## src/rtl/sr_pulse_driver.sv

```systemverilog
// Write-side driver for a NOR SR latch: turns set/reset commands into fixed-width S/R pulses
// followed by dead time, tracks the expected latch state and flags feedback disagreement.
module sr_pulse_driver #(
  parameter int PULSE_W        = 2,
  parameter int GAP_W          = 2,
  parameter bit SKIP_REDUNDANT = 1'b1
) (
  input  logic clk,
  input  logic rst,
  input  logic cmd_valid,
  input  logic cmd_set,
  output logic cmd_ready,
  output logic S,
  output logic R,
  input  logic q_fb,
  output logic q_model,
  output logic busy,
  output logic fault
);

  localparam int MAX_W = (PULSE_W > GAP_W) ? PULSE_W : GAP_W;
  localparam int CW    = $clog2(MAX_W + 1);
  localparam logic [CW-1:0] PULSE_LD = CW'(PULSE_W - 1);
  localparam logic [CW-1:0] GAP_LD   = CW'(GAP_W - 1);

  typedef enum logic [1:0] {INIT, PULSE, GAP, IDLE} state_t;

  state_t        state, state_nxt;
  logic [CW-1:0] cnt, cnt_nxt;
  logic          s_nxt, r_nxt, q_model_nxt, fault_nxt;
  logic          q_meta, q_sync;

  always_ff @(posedge clk) begin
    if (rst) begin
      state   <= INIT;
      cnt     <= '0;
      S       <= 1'b0;
      R       <= 1'b0;
      q_model <= 1'b0;
      fault   <= 1'b0;
      q_meta  <= 1'b0;
      q_sync  <= 1'b0;
    end else begin
      state   <= state_nxt;
      cnt     <= cnt_nxt;
      S       <= s_nxt;
      R       <= r_nxt;
      q_model <= q_model_nxt;
      fault   <= fault_nxt;
      q_meta  <= q_fb;
      q_sync  <= q_meta;
    end
  end

  always_comb begin
    state_nxt   = state;
    cnt_nxt     = cnt;
    s_nxt       = S;
    r_nxt       = R;
    q_model_nxt = q_model;
    fault_nxt   = fault;
    cmd_ready   = 1'b0;
    busy        = 1'b1;
    case (state)
      INIT: begin
        state_nxt = PULSE;
        s_nxt     = 1'b0;
        r_nxt     = 1'b1;
        cnt_nxt   = PULSE_LD;
      end
      PULSE: begin
        if (cnt == '0) begin
          // S still holds the commanded value here (0 for the power-on R pulse)
          state_nxt   = GAP;
          s_nxt       = 1'b0;
          r_nxt       = 1'b0;
          q_model_nxt = S;
          cnt_nxt     = GAP_LD;
        end else begin
          cnt_nxt = cnt - 1'b1;
        end
      end
      GAP: begin
        if (cnt == '0) begin
          state_nxt = IDLE;
          cnt_nxt   = '0;
        end else begin
          cnt_nxt = cnt - 1'b1;
        end
      end
      IDLE: begin
        cmd_ready = 1'b1;
        busy      = 1'b0;
        if (q_sync != q_model) begin
          fault_nxt = 1'b1;
        end
        if (cmd_valid && !(SKIP_REDUNDANT && (cmd_set == q_model))) begin
          state_nxt = PULSE;
          s_nxt     = cmd_set;
          r_nxt     = ~cmd_set;
          cnt_nxt   = PULSE_LD;
        end
      end
      default: state_nxt = INIT;
    endcase
  end

endmodule

```

## config.mk

```make
export PLATFORM = sky130hd
export DESIGN_NAME = sr_pulse_driver
export DESIGN_NICKNAME = d
export VERILOG_FILES = /design/src/rtl/sr_pulse_driver.sv
export SDC_FILE = /design/constraint.sdc
export NUM_CORES = 1
export LEC_CHECK = 0
export BUFFER_PORTS_ARGS = -buffer_cell sky130_fd_sc_hd__buf_4
export CELL_PAD_IN_SITES_DETAIL_PLACEMENT = 1
export CELL_PAD_IN_SITES_GLOBAL_PLACEMENT = 1
export CORE_UTILIZATION = 38
export CTS_CLUSTER_SIZE = 12
export DETAILED_ROUTE_END_ITERATION = 6
export GPL_TIMING_DRIVEN = 0
export HOLD_SLACK_MARGIN = 0.06
export PLACE_DENSITY_LB_ADDON = 0.1
export SLEW_MARGIN = 20
export SYNTH_ARGS = -nofsm -noshare
export SYNTH_HDL_FRONTEND = slang
export SYNTH_SLANG_ARGS = --single-unit
```

## constraint.sdc

```tcl
create_clock -name clk -period 2.01 [get_ports clk]
set_input_delay 0.3015 -clock clk [delete_from_list [all_inputs] [get_ports clk]]
set_output_delay 0.3015 -clock clk [all_outputs]
set_load 0.005 [all_outputs]
```

==> flow_summary.json, run 1 <==
{
  "p_int_uw": 522,
  "portBuffers": 10,
  "power_uw": 778,
  "crit_chain": "ha_1, buf_4, nor2b_1, a211oi_2, mux2_2",
  "routabilityCongestion": 0.604,
  "p_sw_uw": 257,
  "cts_buffers": 3,
  "synth_nets": 67,
  "worst_slack_ns": 0.337,
  "rsz0062_at_grt": "no",
  "postRouteAntennaNets": 0,
  "post_dp_cell_area_um2": 643,
  "fmax_mhz": 598,
  "synth_compound_area_share_pct": 15.5,
  "core_area_um2": 1320,
  "cp_top_family": "multiplexers",
  "die_area_um2": 1600,
  "critPathKind": "reg -> reg",
  "synth-seq-cells": 10,
  "muxShareOfSynthArea_pct": 13.4,
  "post_cts_buffers": 0,
  "combPwrFrac_pct": 40.4,
  "slowest_delay_ns": 0.36,
  "cts.sinks": 10,
  "arrival_ns": 1.83,
  "synth_top_flop_cell": "dfxtp_1",
  "async_flop_share_pct": 0,
  "grt_overflow": 0,
  "areaGrowthSynthToFinish_pct": 23.7,
  "crit_required_ns": 2.17,
  "die_x_um": 40.0,
  "cp-start-kind": "register",
  "initial_core_util_pct": 41.7,
  "cts_buffer_depth": 2,
  "vias": 427,
  "root_buffer": "clkbuf_4",
  "setup_tns_ns": 0,
  "peakVddDrop_uv": 503,
  "yosysWarnings": 0,
  "insertion_delay_ns": 0.27,
  "finalMaxSlewViolations": 0,
  "synth-xor-area-share_pct": 3.19,
  "antenna_found_initial": 0,
  "p_seq_share_pct": 35.5,
  "hold_slack_ns": 0.246,
  "grt.total_usage_pct": 16.4,
  "timing.final.crit_share_pct": 83.2,
  "antenna_cells": 0,
  "p_sw_share_pct": 33.0,
  "p_clk_share_pct": 24.1,
  "grt_pass1_vias": 381,
  "p_leak_nw": 0.313,
  "ys_seq_area_share_pct": 36.4,
  "drive_above_1_share_pct": 27.8,
  "synthSimpleGateAreaFrac_pct": 16.2,
  "design_area_um2": 679,
  "grt_max_degree": 11,
  "drv_cap": 0,
  "grt_first_pass_wirelength_mm": 1.64,
  "cts-htree-levels": 1,
  "synth_top_family_by_area": "simple AND/OR/NAND/NOR gates",
  "drt-initial-drc-count": 4,
  "crit_buf_inv": 1,
  "synth.avg_cell_area_um2": 9.47,
  "synthesis.instances": 58,
  "hpwlAfterDp_um": 769,
  "holdBufCountCts": 0,
  "worst_pin_slew_ns": 0.418,
  "nFillCells": 161,
  "wirelength_mm": 1.01,
  "tritoncts": "built",
  "synth_area_um2": 549,
  "crit_path_end_kind": "register",
  "outcome": "complete, no violations",
  "drtPass1Iterations": 2,
  "synth_edf_count": 0,
  "min_path_type": "in -> reg",
  "final_nets": 82,
  "row_count": 13,
  "finalSetupViolations": 0,
  "routedWlPerCell_um": 11.6,
  "power_density_nw_per_um2": 1150,
  "cts.clk_slew.worst_paths_ns": 0.07,
  "drc": 0,
  "finalCriticalPeriod_ns": 1.67,
  "synth_adder_area_share_pct": 9.11,
  "crit_fanout": 8,
  "viasPerCell": 4.91,
  "cts_resized": 0,
  "ys_types": 24,
  "finClkSkew_ns": 0.000513,
  "hold_viol_final": 0,
  "max-slew-margin-rel_pct": 71.9,
  "io_pins": 11,
  "fp.dieH_um": 40.0,
  "cp_slowest_cell": "mux2_2",
  "post-place-ws_ns": 0.333
}
## Yosys cell counts, types with 2 or more instances
| cell | instances | share of area (%) |
|---|---|---|
| a21oi_1 | 2 | 1.8 |
| dfxtp_1 | 10 | 36 |
| ha_1 | 4 | 9.1 |
| inv_1 | 6 | 4.1 |
| mux2_2 | 3 | 6.1 |
| mux2i_1 | 4 | 7.3 |
| nand2_1 | 4 | 2.7 |
| nor2_1 | 6 | 4.1 |
| nor2b_1 | 4 | 4.6 |
## cell families (layout without fill, tap and decap cells)
logic type / after synthesis / after routing
AND/OR/NAND/NOR: 18 / 18
flip-flops: 10 / 10
AO/OA/AOI/OAI: 9 / 9
buffers and inverters: 8 / 22
XOR/XNOR: 2 / 2
adder cells (fa/ha/maj): 4 / 4
multiplexers: 7 / 7
## path summary, 6_finish.rpt
check | from | end | slack (ns) | depth (start not counted)
setup reg to reg | state[0] | state[0] | 0.34 | 5
hold reg to reg | q_meta | q_sync | 0.45 | 1
hold / removal | q_fb | q_meta | 0.25 | 2
setup / recovery | state[0] | state[0] | 0.34 | 5
## power by group through the flow
stage	Sequential, mW	Clock, mW	Combinational, mW
finish	0.276	0.187	0.315
floorplan	0.273	0	0.245
global route	0.285	0.201	0.356
CTS	0.277	0.191	0.322
global placement	0.281	0	0.313
detailed placement	0.281	0	0.319
## through the flow
stage,util [%],instances
3_3_place_gp,48.8,83
5_1_grt,51.6,87
3_5_place_dp,48.8,83
2_1_floorplan,-,58
4_1_cts,51.6,87
6_report,51.6,87
## metal layers
metal / GRT usage, % / vias to the layer above / share of wire (%)
met3: 5.00 / 2 / 3.2
met1: 19.4 / 195 / 49
met4: 10.3 / 0 / 1.7
li1: - / 223 / -
met5: 0 / - / 0
met2: 25.4 / 7 / 46
## area by class of cell
cell class / instances / area, um^2 / share of cell area [%]
multi-input combinational: 40 / 315 / 46.4
buffer: 2 / 11.3 / 1.66
timing repair buffer: 10 / 75.1 / 11.0
inverter: 6 / 22.5 / 3.31
tap: 15 / 18.8 / 2.76
sequential: 10 / 200 / 29.5
clock buffer: 4 / 36.3 / 5.34
## flip-flops by register name, indices dropped and copies added, names as in the netlist
signal,cells
R,1
q_meta,1
state,2
cnt,2
q_sync,1
fault,1
S,1
q_model,1
## placed cells by master (no fill, tap or decap)
cell / count
inv_1: 6
a21oi_1: 2
o21ai_0: 1
o211ai_1: 1
nor2_1: 6
a31oi_1: 1
nand2b_1: 1
nor3b_1: 1
nand3b_1: 1
mux2_2: 3
clkbuf_8: 1
clkbuf_4: 3
nand3_1: 1
clkbuf_1: 1
a211oi_2: 1
ha_1: 4
xor2_1: 1
buf_4: 11
o21a_1: 1
xnor2_1: 1
dfxtp_1: 10
nor2b_1: 4
a2111oi_4: 1
o22a_1: 1
mux2i_1: 4
nand2_1: 4
(Power assumes the default switching activity.)
==> run 2, diff against run 1 <==
CORE_UTILIZATION = 34   (was 38)
clock period = 1.4 ns   (was 2.01 ns; I/O delays follow)
==> run 2 against run 1 <==
  * The flow now finishes with violations (negative setup slack)
  * Global-route usage decreased by 0.11 points
  * Register-to-register slack worse by 0.41 ns
  * Critical path depth did not move
  * Combinational power rose by 130%
  * Critical endpoint is now state[1]
  * Largest cell class unchanged
  * Highest routed layer unchanged
==> flow_summary.json, run 2 (synthesized netlist as in run 1, its figures left out) <==
{
  "outcome": "complete, but fails checks",
  "violations": "negative setup slack",
  "initial_core_util_pct": 36.5,
  "root_buffer": "clkbuf_4",
  "io_pins": 11,
  "p_leak_nw": 0.386,
  "insertion_delay_ns": 0.27,
  "setup_tns_ns": -0.165,
  "drt-initial-drc-count": 5,
  "power_density_nw_per_um2": 1710,
  "die_x_um": 42.2,
  "antenna_found_initial": 0,
  "finalCriticalPeriod_ns": 1.47,
  "grt.total_usage_pct": 16.3,
  "most-common-layout-cells": "buf_4 (18), dfxtp_1 (8), nor2_1 (6)",
  "cts.clk_slew.worst_paths_ns": 0.07,
  "grt_max_degree": 11,
  "drc": 0,
  "crit_fanout": 3,
  "hold_viol_final": 0,
  "met1_length_um": 586,
  "fmax_mhz": 679,
  "final_common_cell": "buf_4",
  "register_area_um2": 208,
  "critPathKind": "reg -> reg",
  "finalSetupViolations": 3,
  "postRouteAntennaNets": 0,
  "routabilityCongestion": 0.686,
  "routedWlPerCell_um": 13.6,
  "min_path_type": "in -> reg",
  "cts_buffer_depth": 2,
  "utilization_pct": 56.1,
  "drtPass1Iterations": 3,
  "grt_first_pass_wirelength_mm": 2.13,
  "peakVddDrop_uv": 882,
  "portBuffers": 10,
  "die_area_um2": 1780,
  "final_nets": 91,
  "areaGrowthSynthToFinish_pct": 53.8,
  "grt_pass1_vias": 467,
  "row_count": 14,
  "timing.final.crit_share_pct": 105,
  "nFillCells": 172,
  "antenna_cells": 0,
  "grt_overflow": 0,
  "vias": 490,
  "worst_pin_slew_ns": 0.420,
  "arrival_ns": 1.64,
  "multi_input_area_um2": 392,
  "hpwlAfterDp_um": 862,
  "cp-start-kind": "register",
  "drv_cap": 0,
  "routed.top_layer": "met4",
  "core_area_um2": 1510,
  "cts_buffers": 3,
  "worst_slack_ns": -0.0729,
  "crit_path_end_kind": "register",
  "wirelength_mm": 1.32,
  "finClkSkew_ns": 0.00231,
  "viasPerCell": 5.05,
  "post-place-ws_ns": -0.189,
  "tritoncts": "built",
  "route.met2.wl_um": 671,
  "hold_slack_ns": 0.148,
  "reg_top3": "cnt (2), state (2)",
  "cts.sinks": 10,
  "fp.dieH_um": 42.2,
  "finalMaxSlewViolations": 0,
  "cts-htree-levels": 1,
  "drive_above_1_share_pct": 48.1,
  "crit_required_ns": 1.56,
  "max-slew-margin-rel_pct": 72.0,
  "met3WireLength_um": 52,
  "rsz0062_at_grt": "yes"
}
-- run 2: metrics by stage --
stage / cells / area [um^2] / power (mW)
after floorplan: 58 / 613 / 0.865
after CTS: 93 / 802 / 1.39
after detailed placement: 84 / 708 / 1.01
after global routing: 97 / 845 / 1.53
final: 97 / 845 / 1.45
after global placement: 84 / 708 / 0.982
-- run 2: worst paths after layout --
path             from       end  slack [ns]  cells after the start
max reg2reg  state[1]  state[1]       -0.07                      5
min              q_fb    q_meta        0.15                      2
max          state[1]  state[1]       -0.07                      5
min reg2reg    q_meta    q_sync        0.45                      1
-- run 2: where the power goes --
part / internal [mW] / total (mW) / switching (mW)
Combinational: 0.439 / 0.723 / 0.284
Sequential: 0.356 / 0.448 / 0.0918
Clock: 0.158 / 0.275 / 0.117
-- run 2: routing by layer --
metal	global-route usage, %	vias to the layer above
met5	0	-
met4	3.75	0
met3	6.47	2
met2	27.7	8
met1	19.1	241
li1	-	239
-- run 2: worst max-delay path, stage by stage (launching register included) --
cell and delay, ns:
dfxtp_4 0.40, inv_4 0.05, ha_4 0.16, o22a_1 0.20, a211oi_4 0.24, mux2_4 0.32
-- run 2: repair_timing --
action	in CTS	in global routing
setup buffers	6	4
endpoints found under the setup margin	5	6
pin swaps	5	3
hold buffers	0	0
resized for setup	5	4
-- run 2: area by class of cell --
| class | instances | area share [%] |
|---|---|---|
| tap | 16 | 2.37 |
| clock buffer | 4 | 4.30 |
| inverter | 6 | 3.26 |
| buffer | 1 | 0.444 |
| sequential | 10 | 24.6 |
| timing repair buffer | 20 | 18.7 |
| multi-input combinational | 40 | 46.4 |
